<file path="config.mk">
export PLATFORM = sky130hd
export DESIGN_NAME = stopwatch_core_flat
export DESIGN_NICKNAME = d
export VERILOG_FILES = /design/src/rtl/stopwatch_pkg.sv /design/src/rtl/stopwatch_core_if.sv /design/src/rtl/stopwatch_core_sync_edge_detect.sv /design/src/rtl/stopwatch_core.sv /design/src/flat_wrapper.sv
export SDC_FILE = /design/constraint.sdc
export NUM_CORES = 1
export LEC_CHECK = 0
export BUFFER_PORTS_ARGS = -buffer_cell sky130_fd_sc_hd__buf_2
export CELL_PAD_IN_SITES_DETAIL_PLACEMENT = 1
export CELL_PAD_IN_SITES_GLOBAL_PLACEMENT = 1
export CORE_UTILIZATION = 49
export DETAILED_ROUTE_END_ITERATION = 7
export GPL_ROUTABILITY_DRIVEN = 0
export HOLD_SLACK_MARGIN = 0.05
export PLACE_DENSITY = 0.9
export SYNTH_ARGS = -nofsm -noshare
export SYNTH_HDL_FRONTEND = slang
export SYNTH_SLANG_ARGS = --single-unit
</file>
<file path="constraint.sdc">
create_clock -name clk -period 5.03 [get_ports clk]
set_input_delay 1.509 -clock clk [delete_from_list [all_inputs] [get_ports clk]]
set_output_delay 1.509 -clock clk [all_outputs]
set_load 0.1 [all_outputs]
</file>
<file path="src/rtl/stopwatch_pkg.sv">
// Shared definitions for the stopwatch timekeeping core and the display scanner.
// The digits bus is {min_t, min_u, sec_t, sec_u, cs_t, cs_u}, one BCD nibble each.
package stopwatch_pkg;

  localparam int BCD_W    = 4;
  localparam int CS_MAX   = 99;
  localparam int SEC_MAX  = 59;
  localparam int DIGITS_W = 6 * BCD_W;

  // Bit offsets of each digit inside the digits bus
  localparam int CS_U_LSB  = 0;
  localparam int CS_T_LSB  = 4;
  localparam int SEC_U_LSB = 8;
  localparam int SEC_T_LSB = 12;
  localparam int MIN_U_LSB = 16;
  localparam int MIN_T_LSB = 20;

  // Highest value of each seconds/centiseconds digit
  localparam logic [BCD_W-1:0] CS_T_TOP  = BCD_W'(CS_MAX / 10);
  localparam logic [BCD_W-1:0] CS_U_TOP  = BCD_W'(CS_MAX % 10);
  localparam logic [BCD_W-1:0] SEC_T_TOP = BCD_W'(SEC_MAX / 10);
  localparam logic [BCD_W-1:0] SEC_U_TOP = BCD_W'(SEC_MAX % 10);

  // FSM state encoding
  typedef logic [1:0] state_t;
  localparam state_t ST_IDLE  = 2'd0;
  localparam state_t ST_RUN   = 2'd1;
  localparam state_t ST_PAUSE = 2'd2;

  // Field order matches the digits bus, so a cast is bit-exact
  typedef struct packed {
    logic [BCD_W-1:0] min_t;
    logic [BCD_W-1:0] min_u;
    logic [BCD_W-1:0] sec_t;
    logic [BCD_W-1:0] sec_u;
    logic [BCD_W-1:0] cs_t;
    logic [BCD_W-1:0] cs_u;
  } bcd_time_t;

endpackage

</file>
<file path="src/rtl/stopwatch_core_if.sv">
// Button/tick inputs and display outputs of the stopwatch core.
// master = the board/bench side, slave = stopwatch_core.
interface stopwatch_core_if;
  import stopwatch_pkg::*;

  logic                tick_in;
  logic                btn_start;
  logic                btn_clear;
  logic                btn_lap;
  logic [DIGITS_W-1:0] digits;
  logic                running;
  logic                lap_hold;
  logic                wrap;

  modport master (
    output tick_in, btn_start, btn_clear, btn_lap,
    input  digits, running, lap_hold, wrap
  );

  modport slave (
    input  tick_in, btn_start, btn_clear, btn_lap,
    output digits, running, lap_hold, wrap
  );

endinterface

</file>
<file path="src/rtl/stopwatch_core_sync_edge_detect.sv">
// Synchroniser chain plus rising-edge detector producing a registered one-cycle pulse.
// Pulses are suppressed until the chain has refilled after reset, so a level that
// was already high when reset released is absorbed as history rather than an edge.
module sync_edge_detect #(
  parameter int SYNC_STAGES = 2
) (
  input  logic clk,
  input  logic rst_n,
  input  logic d,
  output logic pulse
);

  logic [SYNC_STAGES-1:0] sync_q;
  logic                   hist_q;
  logic [SYNC_STAGES:0]   arm_q;

  // Shift the input through the synchroniser and flag new rising edges once armed
  always_ff @(posedge clk or negedge rst_n) begin
    if (!rst_n) begin
      sync_q <= '0;
      hist_q <= 1'b0;
      arm_q  <= '0;
      pulse  <= 1'b0;
    end else begin
      sync_q <= {sync_q[SYNC_STAGES-2:0], d};
      hist_q <= sync_q[SYNC_STAGES-1];
      arm_q  <= {arm_q[SYNC_STAGES-1:0], 1'b1};
      pulse  <= arm_q[SYNC_STAGES] & sync_q[SYNC_STAGES-1] & ~hist_q;
    end
  end

endmodule

</file>
<file path="src/rtl/stopwatch_core.sv">
// Stopwatch timekeeping core: counts MM:SS.cc in BCD from the 100 Hz tick,
// with run/pause/clear control and a lap snapshot that freezes the display.
module stopwatch_core
  import stopwatch_pkg::*;
#(
  parameter int SYNC_STAGES = 2,
  parameter int MAX_MIN     = 59
) (
  input logic             clk,
  input logic             rst_n,
  stopwatch_core_if.slave sw
);

  localparam logic [BCD_W-1:0] MIN_T_TOP = BCD_W'(MAX_MIN / 10);
  localparam logic [BCD_W-1:0] MIN_U_TOP = BCD_W'(MAX_MIN % 10);

  logic      tick_p, start_p, clear_p, lap_p;
  state_t    state_q, state_d;
  bcd_time_t live_q, live_d, live_inc;
  bcd_time_t snap_q, snap_d;
  bcd_time_t digits_q, digits_d;
  logic      lap_q, lap_d;
  logic      wrap_q, wrap_d;
  logic      running_q;
  logic      inc_wrap;

  // Cascaded BCD increment; the top bit reports the MAX_MIN:59.99 -> 0 roll-over
  function automatic logic [DIGITS_W:0] bcd_inc(input bcd_time_t t);
    bcd_time_t r;
    logic      wrapped;
    r       = t;
    wrapped = 1'b0;
    if (t.cs_u != CS_U_TOP) begin
      r.cs_u = t.cs_u + 4'd1;
    end else begin
      r.cs_u = '0;
      if (t.cs_t != CS_T_TOP) begin
        r.cs_t = t.cs_t + 4'd1;
      end else begin
        r.cs_t = '0;
        if (t.sec_u != SEC_U_TOP) begin
          r.sec_u = t.sec_u + 4'd1;
        end else begin
          r.sec_u = '0;
          if (t.sec_t != SEC_T_TOP) begin
            r.sec_t = t.sec_t + 4'd1;
          end else begin
            r.sec_t = '0;
            if (t.min_t == MIN_T_TOP && t.min_u == MIN_U_TOP) begin
              r.min_t = '0;
              r.min_u = '0;
              wrapped = 1'b1;
            end else if (t.min_u != 4'd9) begin
              r.min_u = t.min_u + 4'd1;
            end else begin
              r.min_u = '0;
              r.min_t = t.min_t + 4'd1;
            end
          end
        end
      end
    end
    return {wrapped, r};
  endfunction

  sync_edge_detect #(.SYNC_STAGES(SYNC_STAGES)) u_tick (
    .clk(clk), .rst_n(rst_n), .d(sw.tick_in), .pulse(tick_p));
  sync_edge_detect #(.SYNC_STAGES(SYNC_STAGES)) u_start (
    .clk(clk), .rst_n(rst_n), .d(sw.btn_start), .pulse(start_p));
  sync_edge_detect #(.SYNC_STAGES(SYNC_STAGES)) u_clear (
    .clk(clk), .rst_n(rst_n), .d(sw.btn_clear), .pulse(clear_p));
  sync_edge_detect #(.SYNC_STAGES(SYNC_STAGES)) u_lap (
    .clk(clk), .rst_n(rst_n), .d(sw.btn_lap), .pulse(lap_p));

  assign {inc_wrap, live_inc} = bcd_inc(live_q);

  // Next-state logic: clear beats everything; tick and lap act on the pre-transition state
  always_comb begin
    state_d = state_q;
    live_d  = live_q;
    snap_d  = snap_q;
    lap_d   = lap_q;
    wrap_d  = 1'b0;
    if (clear_p) begin
      state_d = ST_IDLE;
      live_d  = '0;
      snap_d  = '0;
      lap_d   = 1'b0;
    end else begin
      if (tick_p && state_q == ST_RUN) begin
        live_d = live_inc;
        wrap_d = inc_wrap;
      end
      if (lap_p && state_q == ST_RUN) begin
        lap_d = ~lap_q;
        if (!lap_q) begin
          snap_d = live_q;
        end
      end
      if (start_p) begin
        case (state_q)
          ST_IDLE:  state_d = ST_RUN;
          ST_RUN:   state_d = ST_PAUSE;
          ST_PAUSE: state_d = ST_RUN;
          default:  state_d = ST_IDLE;
        endcase
      end
    end
  end

  // Display source: frozen snapshot while in lap hold, live count otherwise
  always_comb begin
    digits_d = lap_d ? snap_d : live_d;
  end

  // State, counters and registered outputs
  always_ff @(posedge clk or negedge rst_n) begin
    if (!rst_n) begin
      state_q   <= ST_IDLE;
      live_q    <= '0;
      snap_q    <= '0;
      lap_q     <= 1'b0;
      wrap_q    <= 1'b0;
      digits_q  <= '0;
      running_q <= 1'b0;
    end else begin
      state_q   <= state_d;
      live_q    <= live_d;
      snap_q    <= snap_d;
      lap_q     <= lap_d;
      wrap_q    <= wrap_d;
      digits_q  <= digits_d;
      running_q <= (state_d == ST_RUN);
    end
  end

  assign sw.digits   = digits_q;
  assign sw.running  = running_q;
  assign sw.lap_hold = lap_q;
  assign sw.wrap     = wrap_q;

endmodule

</file>
<file path="src/flat_wrapper.sv">
// flat-port wrapper written by rule: the top's interface ports become plain ports
module stopwatch_core_flat import stopwatch_pkg::*;
#(
  parameter int SYNC_STAGES = 2,
  parameter int MAX_MIN     = 59
)
  (clk, rst_n, sw_tick_in, sw_btn_start, sw_btn_clear, sw_btn_lap, sw_digits, sw_running, sw_lap_hold, sw_wrap);
  stopwatch_core_if sw_i ();
  input logic clk;
  input logic rst_n;
  input wire logic [$bits(sw_i.tick_in)-1:0] sw_tick_in;
  input wire logic [$bits(sw_i.btn_start)-1:0] sw_btn_start;
  input wire logic [$bits(sw_i.btn_clear)-1:0] sw_btn_clear;
  input wire logic [$bits(sw_i.btn_lap)-1:0] sw_btn_lap;
  output wire logic [$bits(sw_i.digits)-1:0] sw_digits;
  output wire logic [$bits(sw_i.running)-1:0] sw_running;
  output wire logic [$bits(sw_i.lap_hold)-1:0] sw_lap_hold;
  output wire logic [$bits(sw_i.wrap)-1:0] sw_wrap;
  assign sw_i.tick_in = sw_tick_in;
  assign sw_i.btn_start = sw_btn_start;
  assign sw_i.btn_clear = sw_btn_clear;
  assign sw_i.btn_lap = sw_btn_lap;
  assign sw_digits = sw_i.digits;
  assign sw_running = sw_i.running;
  assign sw_lap_hold = sw_i.lap_hold;
  assign sw_wrap = sw_i.wrap;
  stopwatch_core #(.SYNC_STAGES(SYNC_STAGES), .MAX_MIN(MAX_MIN)) u_core (.clk(clk), .rst_n(rst_n), .sw(sw_i));
endmodule
</file>
==> results of run 1 <==
==> sequential cells by signal, indices dropped and copies added, names as in the netlist, 2 cells and up <==
| name | cells |
|---|---|
| u_core.u_tick.sync_q | 2 |
| u_core.state_q | 2 |
| u_core.sw.digits | 24 |
| u_core.live_q | 24 |
| u_core.u_tick.arm_q | 2 |
| u_core.u_start.sync_q | 2 |
| u_core.u_lap.sync_q | 2 |
| u_core.snap_q | 24 |
| u_core.u_clear.sync_q | 2 |
==> logic make-up (layout without fill, tap and decap cells) <==
logic type | after synthesis | in the layout | share of synthesized area, %
muxes | 20 | 20 | 5.23
and+or+nand+nor | 152 | 152 | 18.3
AOI/OAI and AO/OA | 62 | 62 | 8.99
buffers and inverters | 30 | 62 | 3.29
other | 1 | 1 | 0.0922
adders and majority gates | 12 | 12 | 3.69
xor gates and xnor gates | 6 | 6 | 1.29
DFF | 96 | 96 | 59.1
==> worst max path at each step <==
stage | to | slack [ps] | cells past startpoint
after floorplan | sw_lap_hold | 2590 | 0
after global placement | u_core.live_q[20]$_DFF_PN0_ | 2470 | 2
after detailed placement | u_core.sw.digits[20]$_DFF_PN0_ | 2410 | 2
after CTS | sw_lap_hold | 2190 | 1
after global routing | sw_lap_hold | 2140 | 1
final | sw_lap_hold | 2210 | 1
==> cell usage after synthesis, drive strengths merged, types with 2 or more instances <==
cell     n  share of area [%]
dfrtp   96                 59
nand2   71                6.8
nor2    37                3.5
a21oi   30                3.9
o21ai   19                2.3
ha      12                3.7
clkbuf  11                1.0
inv     11                1.0
mux2    10                2.8
mux2i   10                2.5
buf      8                1.3
nor3     7                1.1
and3b    6                1.3
nand3    6                1.0
nor4     6               0.92
xnor2    4               0.86
a21o     3               0.55
nand2b   3               0.46
nand4    3               0.46
or3      3               0.46
a21boi   2               0.37
xor2     2               0.43
==> power by group through the flow <==
stage               Sequential [W]  Clock, W  Combinational [W]
finish                    0.000848  0.000510           0.000374
global route              0.000853  0.000549           0.000396
CTS                       0.000848  0.000516           0.000379
detailed placement        0.000863         0           0.000376
global placement          0.000858         0           0.000367
floorplan                  0.00100         0           0.000141
==> layout by cell type, fill, tap and decap left out, types with 2 or more instances in the layout <==
cell	instances
a21boi_0	2
a21o_1	3
a21oi_1	28
a21oi_2	2
and3b_1	6
buf_2	31
buf_4	4
clkbuf_8	9
clkinvlp_4	2
dfrtp_1	96
ha_1	12
inv_1	11
mux2_2	10
mux2i_1	10
nand2_1	69
nand2b_1	3
nand3_1	5
nand4_1	3
nor2_1	35
nor2_2	2
nor3_1	6
nor4_1	6
o21ai_0	15
o21ai_1	4
or3_1	3
xnor2_1	3
xor2_1	2
==> metal layers <==
metal,global-route usage (%),routed length (um)
met3,3.66,217
met1,30.3,4050
met2,38.7,4540
met5,0,0
met4,11.2,250
==> cell type report <==
type	count	area share [%]
Clock inverter	6	1.50
Tap cell	102	2.84
Timing Repair Buffer	35	4.12
Clock buffer	10	2.84
Inverter	11	0.918
Multi-Input combinational cell	253	34.4
Sequential cell	96	53.4
==> through the flow <==
step	util, %	area (um2)	setup slack (ps)	total power, W
after floorplan	-	4070	2590	0.00114
after global placement	54.6	4300	2470	0.00122
after detailed placement	54.6	4300	2410	0.00124
after CTS	57.0	4500	2190	0.00174
after global routing	57.0	4500	2140	0.00180
final	57.0	4500	2210	0.00173
==> run metrics, run 1 <==
Synth Flop Type dfrtp_1; Pleak 2.17 nW; Fin. Hold Viols 0; HP Class register to register; Boundary Pins 33; Bufs and invs on worst path 1; first-pass detailed-route iteration total 4; final setup fails 0; Synth Area per Inst approximately 11 um2; slew margin rel. about 36%; core box area between 0.007 and 0.008 mm2; Post-Syn Instances 379; Die Area 0.00866 mm2; Top Family by Delay on Critical Path flip-flops; period utilization between 50% and 60%; Critical Path RT roughly 3500 ps; antenna diode count 0; cell chain of the critical path buf_2; combinational share of power 21.6%; worst hold start u_core.u_clear.sync_q[0]$_DFF_PN0_; Peak VDD IR 0.000237 V; crit end category output port; clock buffer depth 2; Chip Height 93.1 um; Cell Area, Synth 0.00407 mm2; Overflow after GRT 0; Worst Skew 13.9 ps; P_int roughly 0.0011 W; P&R area growth vs syn 10.7%; RR Startpoint u_core.state_q[1]$_DFF_PN0_; R2R cell count 5; gr usage total 23.4%; initial antenna violation count 0; critical path's slowest cell dfrtp_1; flop and latch count out of synthesis 96; nets@finish 424; EDFF count, synth 0; DR vias/cell 5.60; crit path from u_core.sw.lap_hold$_DFF_PN0_; die width approximately 93 um; fillers about 870; H-tree depth 3; CTS Buf Count 9; Tightest Pin Transition approximately 960 ps; Worst Setup Start Kind register; first-pass GRT wire length 15400 um; sequential share of the synthesized area between 50% and 60%; placed insts 497; WL final 9060 um; cts hold-fix bufs 0; CTS tree yes; Switching Power 0.000607 W; post-CTS setup buffer count 0; post-cts sizing count 0; share of power burned in registers approximately half; hold path endpoint u_core.u_clear.sync_q[1]$_DFF_PN0_; register area about 0.0024 mm2; worst reg2reg setup slack 2620 ps; Layout Cells excl Fill 513; highest clock rate 354 MHz; total of max-cap violations 0; number of buffers added on ports 32; Critical R2R Capture u_core.sw.digits[10]$_DFF_PN0_; Ys Warns 0; FFs w/ async S/R, synth 100%; hpwl dp approximately 5700 um; hold slack 355 ps; Skew-Pair Late Insertion Delay 370 ps; RSZ-0062 raised after global routing false; status complete, no violations; multi-input logic area roughly 0.0015 mm2; Mapped Nets 397; DRC viols 0; routed len/inst 17.7 um; CP arrival 1310 ps; CTS Root Cell clkbuf_8; CP Max Fanout 4; Final Max Slew Viols 0; setup TNS 0 ps; CTS sink cnt 96; number of vias in the routed layout approximately 2900; Yosys cell types 51; num rows 32; Hold Path Depth 0; post-route ant nets 0; Clock Power Share 29.4%; Final min period 2820 ps; vias in the first global route just over 3000; sw frac 35.0%; share of cells above drive strength 1 a little under a fifth; P per Cell Area 385 mW/mm2; clk slew on worst S/H paths around 90 ps; initial DRC count about 170; Initial Util 51.5%; largest net degree at the start of global routing 69; WS Path Type register to output port; Worst path max stage delay 470 ps
No activity file was read; power rests on OpenSTA's default activity.
==> run 2, diff against run 1 <==
--- a/config.mk
+++ b/config.mk
@@ -8,11 +8,11 @@
 export BUFFER_PORTS_ARGS = -buffer_cell sky130_fd_sc_hd__buf_2
 export CELL_PAD_IN_SITES_DETAIL_PLACEMENT = 1
 export CELL_PAD_IN_SITES_GLOBAL_PLACEMENT = 1
-export CORE_UTILIZATION = 49
+export CORE_UTILIZATION = 42
 export DETAILED_ROUTE_END_ITERATION = 7
 export GPL_ROUTABILITY_DRIVEN = 0
 export HOLD_SLACK_MARGIN = 0.05
-export PLACE_DENSITY = 0.9
+export PLACE_DENSITY = 0.83
 export SYNTH_ARGS = -nofsm -noshare
 export SYNTH_HDL_FRONTEND = slang
 export SYNTH_SLANG_ARGS = --single-unit
==> constraint.sdc (replaced) <==
create_clock -name clk -period 2.35 [get_ports clk]
set_input_delay 0.705 -clock clk [delete_from_list [all_inputs] [get_ports clk]]
set_output_delay 0.705 -clock clk [all_outputs]
set_load 0.1 [all_outputs]
==> run metrics, run 2 (synthesized netlist as in run 1, its figures left out) <==
Final Max Slew Viols 0 (unchanged); vias in the first global route 3042 (-2.5%); Tightest Pin Transition 600 ps (-364 ps); CTS Buf Count 9 (unchanged); P_int 0.00234 W (+110%); Overflow after GRT 0 (unchanged); Worst Setup Start Kind register; final setup fails 0 (unchanged); cts hold-fix bufs 0 (unchanged); Skew-Pair Late Insertion Delay 370 ps (about the same); status complete, no violations; HP Class primary input to asynchronous set/reset pin; RSZ-0062 raised after global routing false; design area 0.00457 mm2 (+1.5%); Chip Height 100 um (+7.8%); total of max-cap violations 0 (unchanged); Boundary Pins 33 (unchanged); share of power burned in registers 49.3% (+0.4 points); combinational share of power 22.4% (+0.8 points); post-CTS setup buffer count 0 (unchanged); CTS sink cnt 96 (unchanged); num rows 35 (+9.4%); gr usage total 19.9% (-3.6 points); fillers 1063 (+23%); first-pass GRT wire length 15100 um (-2.0%); DP Area 0.00438 mm2 (+1.7%); number of buffers added on ports 32 (unchanged); CP arrival 2440 ps (+1130 ps); H-tree depth 3 (unchanged); CTS tree yes; Die Area 0.0101 mm2 (+16%); CTS Root Cell clkbuf_8; DRC viols 0 (unchanged); WL final 8870 um (-2.1%); Fin. Hold Viols 0 (unchanged); clock buffer depth 2 (unchanged); initial DRC count 104 (-38%); hold slack 358 ps (+2.60 ps); Final min period 2180 ps; Switching Power 0.00133 W (+120%); Pleak 2.20 nW (+1.2%); slew margin rel. 60.0% (+24 points); hpwl dp 5900 um (+4.3%); number of vias in the routed layout 2868 (-0.10%); largest net degree at the start of global routing 97 (+41%); R2R cell count 7 (+2); die width 100 um (+7.8%); routed len/inst 16.3 um (-7.8%); post-route ant nets 0 (unchanged); Clock Power Share 28.3% (-1.1 points); setup TNS 0 ps (unchanged); Worst Skew 8.67 ps (-5.21 ps); crit end category register; DR vias/cell 5.26 (-6.0%); period utilization 92.6%; sw frac 36.2% (+1.1 points); first-pass detailed-route iteration total 4 (unchanged); Initial Util 43.6% (-8.0 points); CP Max Fanout 9 (+5); antenna diode count 0 (unchanged); highest clock rate 459 MHz; P per Cell Area 803 mW/mm2 (+110%); core box area 0.00933 mm2 (+18%); initial antenna violation count 0 (unchanged); WS Path Type register to register; clk slew on worst S/H paths 100 ps (about the same); commonest cells after routing, fill and taps aside 96 x dfrtp_1, 69 x nand2_1, 35 x nor2_1, 31 x buf_2, 28 x a21oi_1; Critical Path RT 2620 ps (-900 ps); P&R area growth vs syn 12.3%; Peak VDD IR 0.000503 V (+110%); leading cell type in the layout, fill and taps excluded dfrtp_1; nets@finish 429 (+1.2%); share of cells above drive strength 1 19.7% (+1.5 points)
==> run 2: layout make-up <==
type / count / area (um2) / area share (%)
clock inverter: 7 / 63.8 / 1.40
timing repair buffer: 40 / 235 / 5.15
tap: 129 / 161 / 3.54
multi-input combinational: 253 / 1540 / 33.7
sequential: 96 / 2400 / 52.6
inverter: 11 / 41.3 / 0.904
clock buffer: 9 / 124 / 2.71
==> run 2: timing repair <==
action / in CTS / in global routing
gates resized for setup: 0 / 1
setup endpoints to repair: 0 / 4
hold endpoints to repair: 0 / 0
==> run 2: critical path, stage by stage, from the launching register on <==
cell     delay (ps)
dfrtp_1         450
inv_1            80
ha_1            170
and3b_1         340
nand2_2         180
nor4_1          420
mux2i_1         330
o21ai_1          90
==> run 2: per-layer routing <==
metal / global-route usage (%) / share of wire [%]
met5: 0 / 0
met4: 11.1 / 3.3
met3: 3.06 / 2.6
met2: 33.9 / 51
met1: 24.1 / 43
==> run 2: through the flow <==
stage	instances	setup WS, ps	power, W	util (%)
after floorplan	379	262	0.00244	-
after global placement	529	303	0.00264	46.9
after detailed placement	529	187	0.00267	46.9
after CTS	545	160	0.00372	48.9
after global routing	545	51.0	0.00383	48.9
final	545	173	0.00367	48.9
==> run 2: worst paths after layout <==
kind	start	end	slack, ps
max in group asynchronous	rst_n	u_core.sw.digits[9]$_DFF_PN0_	1600
min in group clk	u_core.u_start.sync_q[0]$_DFF_PN0_	u_core.u_start.sync_q[1]$_DFF_PN0_	360
worst min-delay path	rst_n	u_core.u_tick.arm_q[1]$_DFF_PN0_	360
worst max register to register	u_core.live_q[9]$_DFF_PN0_	u_core.sw.digits[23]$_DFF_PN0_	170
worst min register to register	u_core.u_start.sync_q[0]$_DFF_PN0_	u_core.u_start.sync_q[1]$_DFF_PN0_	360
worst max-delay path	u_core.live_q[9]$_DFF_PN0_	u_core.sw.digits[23]$_DFF_PN0_	170
==> run 2: power by group through the flow <==
stage | combinational (W) | sequential [W] | clock (W)
detailed placement | 0.000829 | 0.00184 | 0
floorplan | 0.000301 | 0.00214 | 0
global route | 0.000884 | 0.00182 | 0.00113
CTS | 0.000833 | 0.00181 | 0.00108
finish | 0.000823 | 0.00181 | 0.00104
global placement | 0.000810 | 0.00183 | 0
==> run 3, diff against run 2 <==
--- a/config.mk
+++ b/config.mk
@@ -8,11 +8,11 @@
 export BUFFER_PORTS_ARGS = -buffer_cell sky130_fd_sc_hd__buf_2
 export CELL_PAD_IN_SITES_DETAIL_PLACEMENT = 1
 export CELL_PAD_IN_SITES_GLOBAL_PLACEMENT = 1
-export CORE_UTILIZATION = 42
+export CORE_UTILIZATION = 47
 export DETAILED_ROUTE_END_ITERATION = 7
 export GPL_ROUTABILITY_DRIVEN = 0
 export HOLD_SLACK_MARGIN = 0.05
-export PLACE_DENSITY = 0.83
+export PLACE_DENSITY = 0.88
 export SYNTH_ARGS = -nofsm -noshare
 export SYNTH_HDL_FRONTEND = slang
 export SYNTH_SLANG_ARGS = --single-unit
==> constraint.sdc (replaced) <==
create_clock -name clk -period 2.15 [get_ports clk]
set_input_delay 0.645 -clock clk [delete_from_list [all_inputs] [get_ports clk]]
set_output_delay 0.645 -clock clk [all_outputs]
set_load 0.1 [all_outputs]
==> run metrics, run 3 (synthesized netlist as in run 1, its figures left out) <==
CTS sink cnt 96 (unchanged); P per Cell Area 869 mW/mm2 (+8.2%); antenna diode count 0 (unchanged); crit end category register; Worst Skew 8.68 ps (+0.00952 ps); leading cell type in the layout, fill and taps excluded dfrtp_1; Critical Path RT 2410 ps (-210 ps); Worst Setup Start Kind register; hold slack 305 ps (-53.1 ps); vias in the first global route 3096 (+1.8%); Initial Util 49.0% (+5.4 points); period utilization 93.0% (+0.41 points); RSZ-0062 raised after global routing false; Final min period 2000 ps (-176 ps); P&R area growth vs syn 14.6%; DR vias/cell 5.64 (+7.2%); largest net degree at the start of global routing 97 (unchanged); RR Startpoint u_core.live_q[13]$_DFF_PN0_; nets@finish 441 (+2.8%); CP Max Fanout 6 (-3); final setup fails 0 (unchanged); initial DRC count 123 (+18%); number of buffers added on ports 32 (unchanged); die width 95 um (-5.4%); Peak VDD IR 0.000554 V (+10%); hpwl dp 6310 um (+6.8%); WS Path Type register to register; Skew-Pair Late Insertion Delay 380 ps (about the same); Final Max Slew Viols 0 (unchanged); setup TNS 0 ps (unchanged); clk slew on worst S/H paths 100 ps (about the same); Tightest Pin Transition 553 ps (-47.9 ps); CP arrival 2260 ps (-180 ps); CTS Buf Count 9 (unchanged); Boundary Pins 33 (unchanged); clock buffer depth 2 (unchanged); num rows 33 (-5.7%); H-tree depth 3 (unchanged); core box area 0.00830 mm2 (-11%); slew margin rel. 63.2% (+3.2 points); first-pass detailed-route iteration total 4 (unchanged); share of cells above drive strength 1 22.4% (+2.7 points); HP Class primary input to asynchronous set/reset pin; cts hold-fix bufs 0 (unchanged); gr usage total 23.6% (+3.7 points); Fin. Hold Viols 0 (unchanged); worst reg2reg setup slack 150 ps (-20 ps); first-pass GRT wire length 15600 um (+3.7%); highest clock rate 500 MHz (+8.8%); post-route ant nets 0 (unchanged); Critical R2R Capture u_core.sw.digits[22]$_DFF_PN0_; DRC viols 0 (unchanged); R2R cell count 7 (unchanged); WL final 9980 um (+12%); routed len/inst 18.7 um (+15%); number of vias in the routed layout 3008 (+4.9%); Pleak 2.27 nW (+3.4%); commonest cells after routing, fill and taps aside 96 x dfrtp_1, 69 x nand2_1, 35 x nor2_1, 31 x buf_2, 28 x a21oi_1; initial antenna violation count 0 (unchanged); Die Area 0.00903 mm2 (-10%); status complete, no violations; CTS Root Cell clkbuf_8; Chip Height 95 um (-5.4%); Overflow after GRT 0 (unchanged); total of max-cap violations 0 (unchanged); CTS tree yes
run 3: timing repair:
item | in CTS | in global routing
setup endpoints to repair | 0 | 9
buffers inserted | 0 | 6
gates resized for setup | 0 | 5
endpoints found under the hold margin | 0 | 0
run 3: through the flow:
step           util, %  setup slack [ps]  cell area [um2]  cells  total power (W)
2_1_floorplan        -              61.6             4070    379          0.00267
3_3_place_gp      53.1               244             4400    511          0.00290
3_5_place_dp      53.1               144             4400    511          0.00294
4_1_cts           55.3              84.6             4590    527          0.00406
5_1_grt           56.1              6.66             4660    533          0.00420
6_report          56.1               150             4660    533          0.00405
run 3: power by group:
group | switching (W) | internal [W]
sequential | 0.0000762 | 0.00190
clock | 0.000694 | 0.000442
combinational | 0.000700 | 0.000237
run 3: worst max path at each step:
stage                                       startpoint                        endpoint  slack [ps]  cells past startpoint
after floorplan           u_core.sw.lap_hold$_DFF_PN0_  u_core.sw.digits[20]$_DFF_PN0_          60                      7
after global placement      u_core.live_q[5]$_DFF_PN0_  u_core.sw.digits[17]$_DFF_PN0_         240                      7
after detailed placement    u_core.live_q[5]$_DFF_PN0_     u_core.live_q[17]$_DFF_PN0_         140                      7
after CTS                   u_core.live_q[5]$_DFF_PN0_     u_core.live_q[17]$_DFF_PN0_          80                      7
after global routing       u_core.live_q[13]$_DFF_PN0_  u_core.sw.digits[22]$_DFF_PN0_           7                      7
final                      u_core.live_q[13]$_DFF_PN0_  u_core.sw.digits[22]$_DFF_PN0_         150                      7
run 3: area by class of cell:
class | instances | area (um2)
flip-flops and latches | 96 | 2400
multi-input cells | 253 | 1560
repair buffers | 52 | 338
well taps | 105 | 131
fillers | 917 | 3640
clock buffers | 9 | 124
inverters | 11 | 41.3
clock inverters | 7 | 62.6
run 3: critical path, stage by stage, from the launching register on:
cell and delay, ps:
dfrtp_1 440, inv_1 90, ha_1 130, and3b_1 290
nand2_4 130, o41a_1 440, a31oi_1 250, o21ai_1 120
run 3: metal layers:
metal,global-route usage (%),vias up,routed length [um]
met5,0,-,0
met4,7.58,0,235
met3,4.75,25,295
met2,41.1,58,5120
met1,29.2,1568,4320
li1,-,1357,-
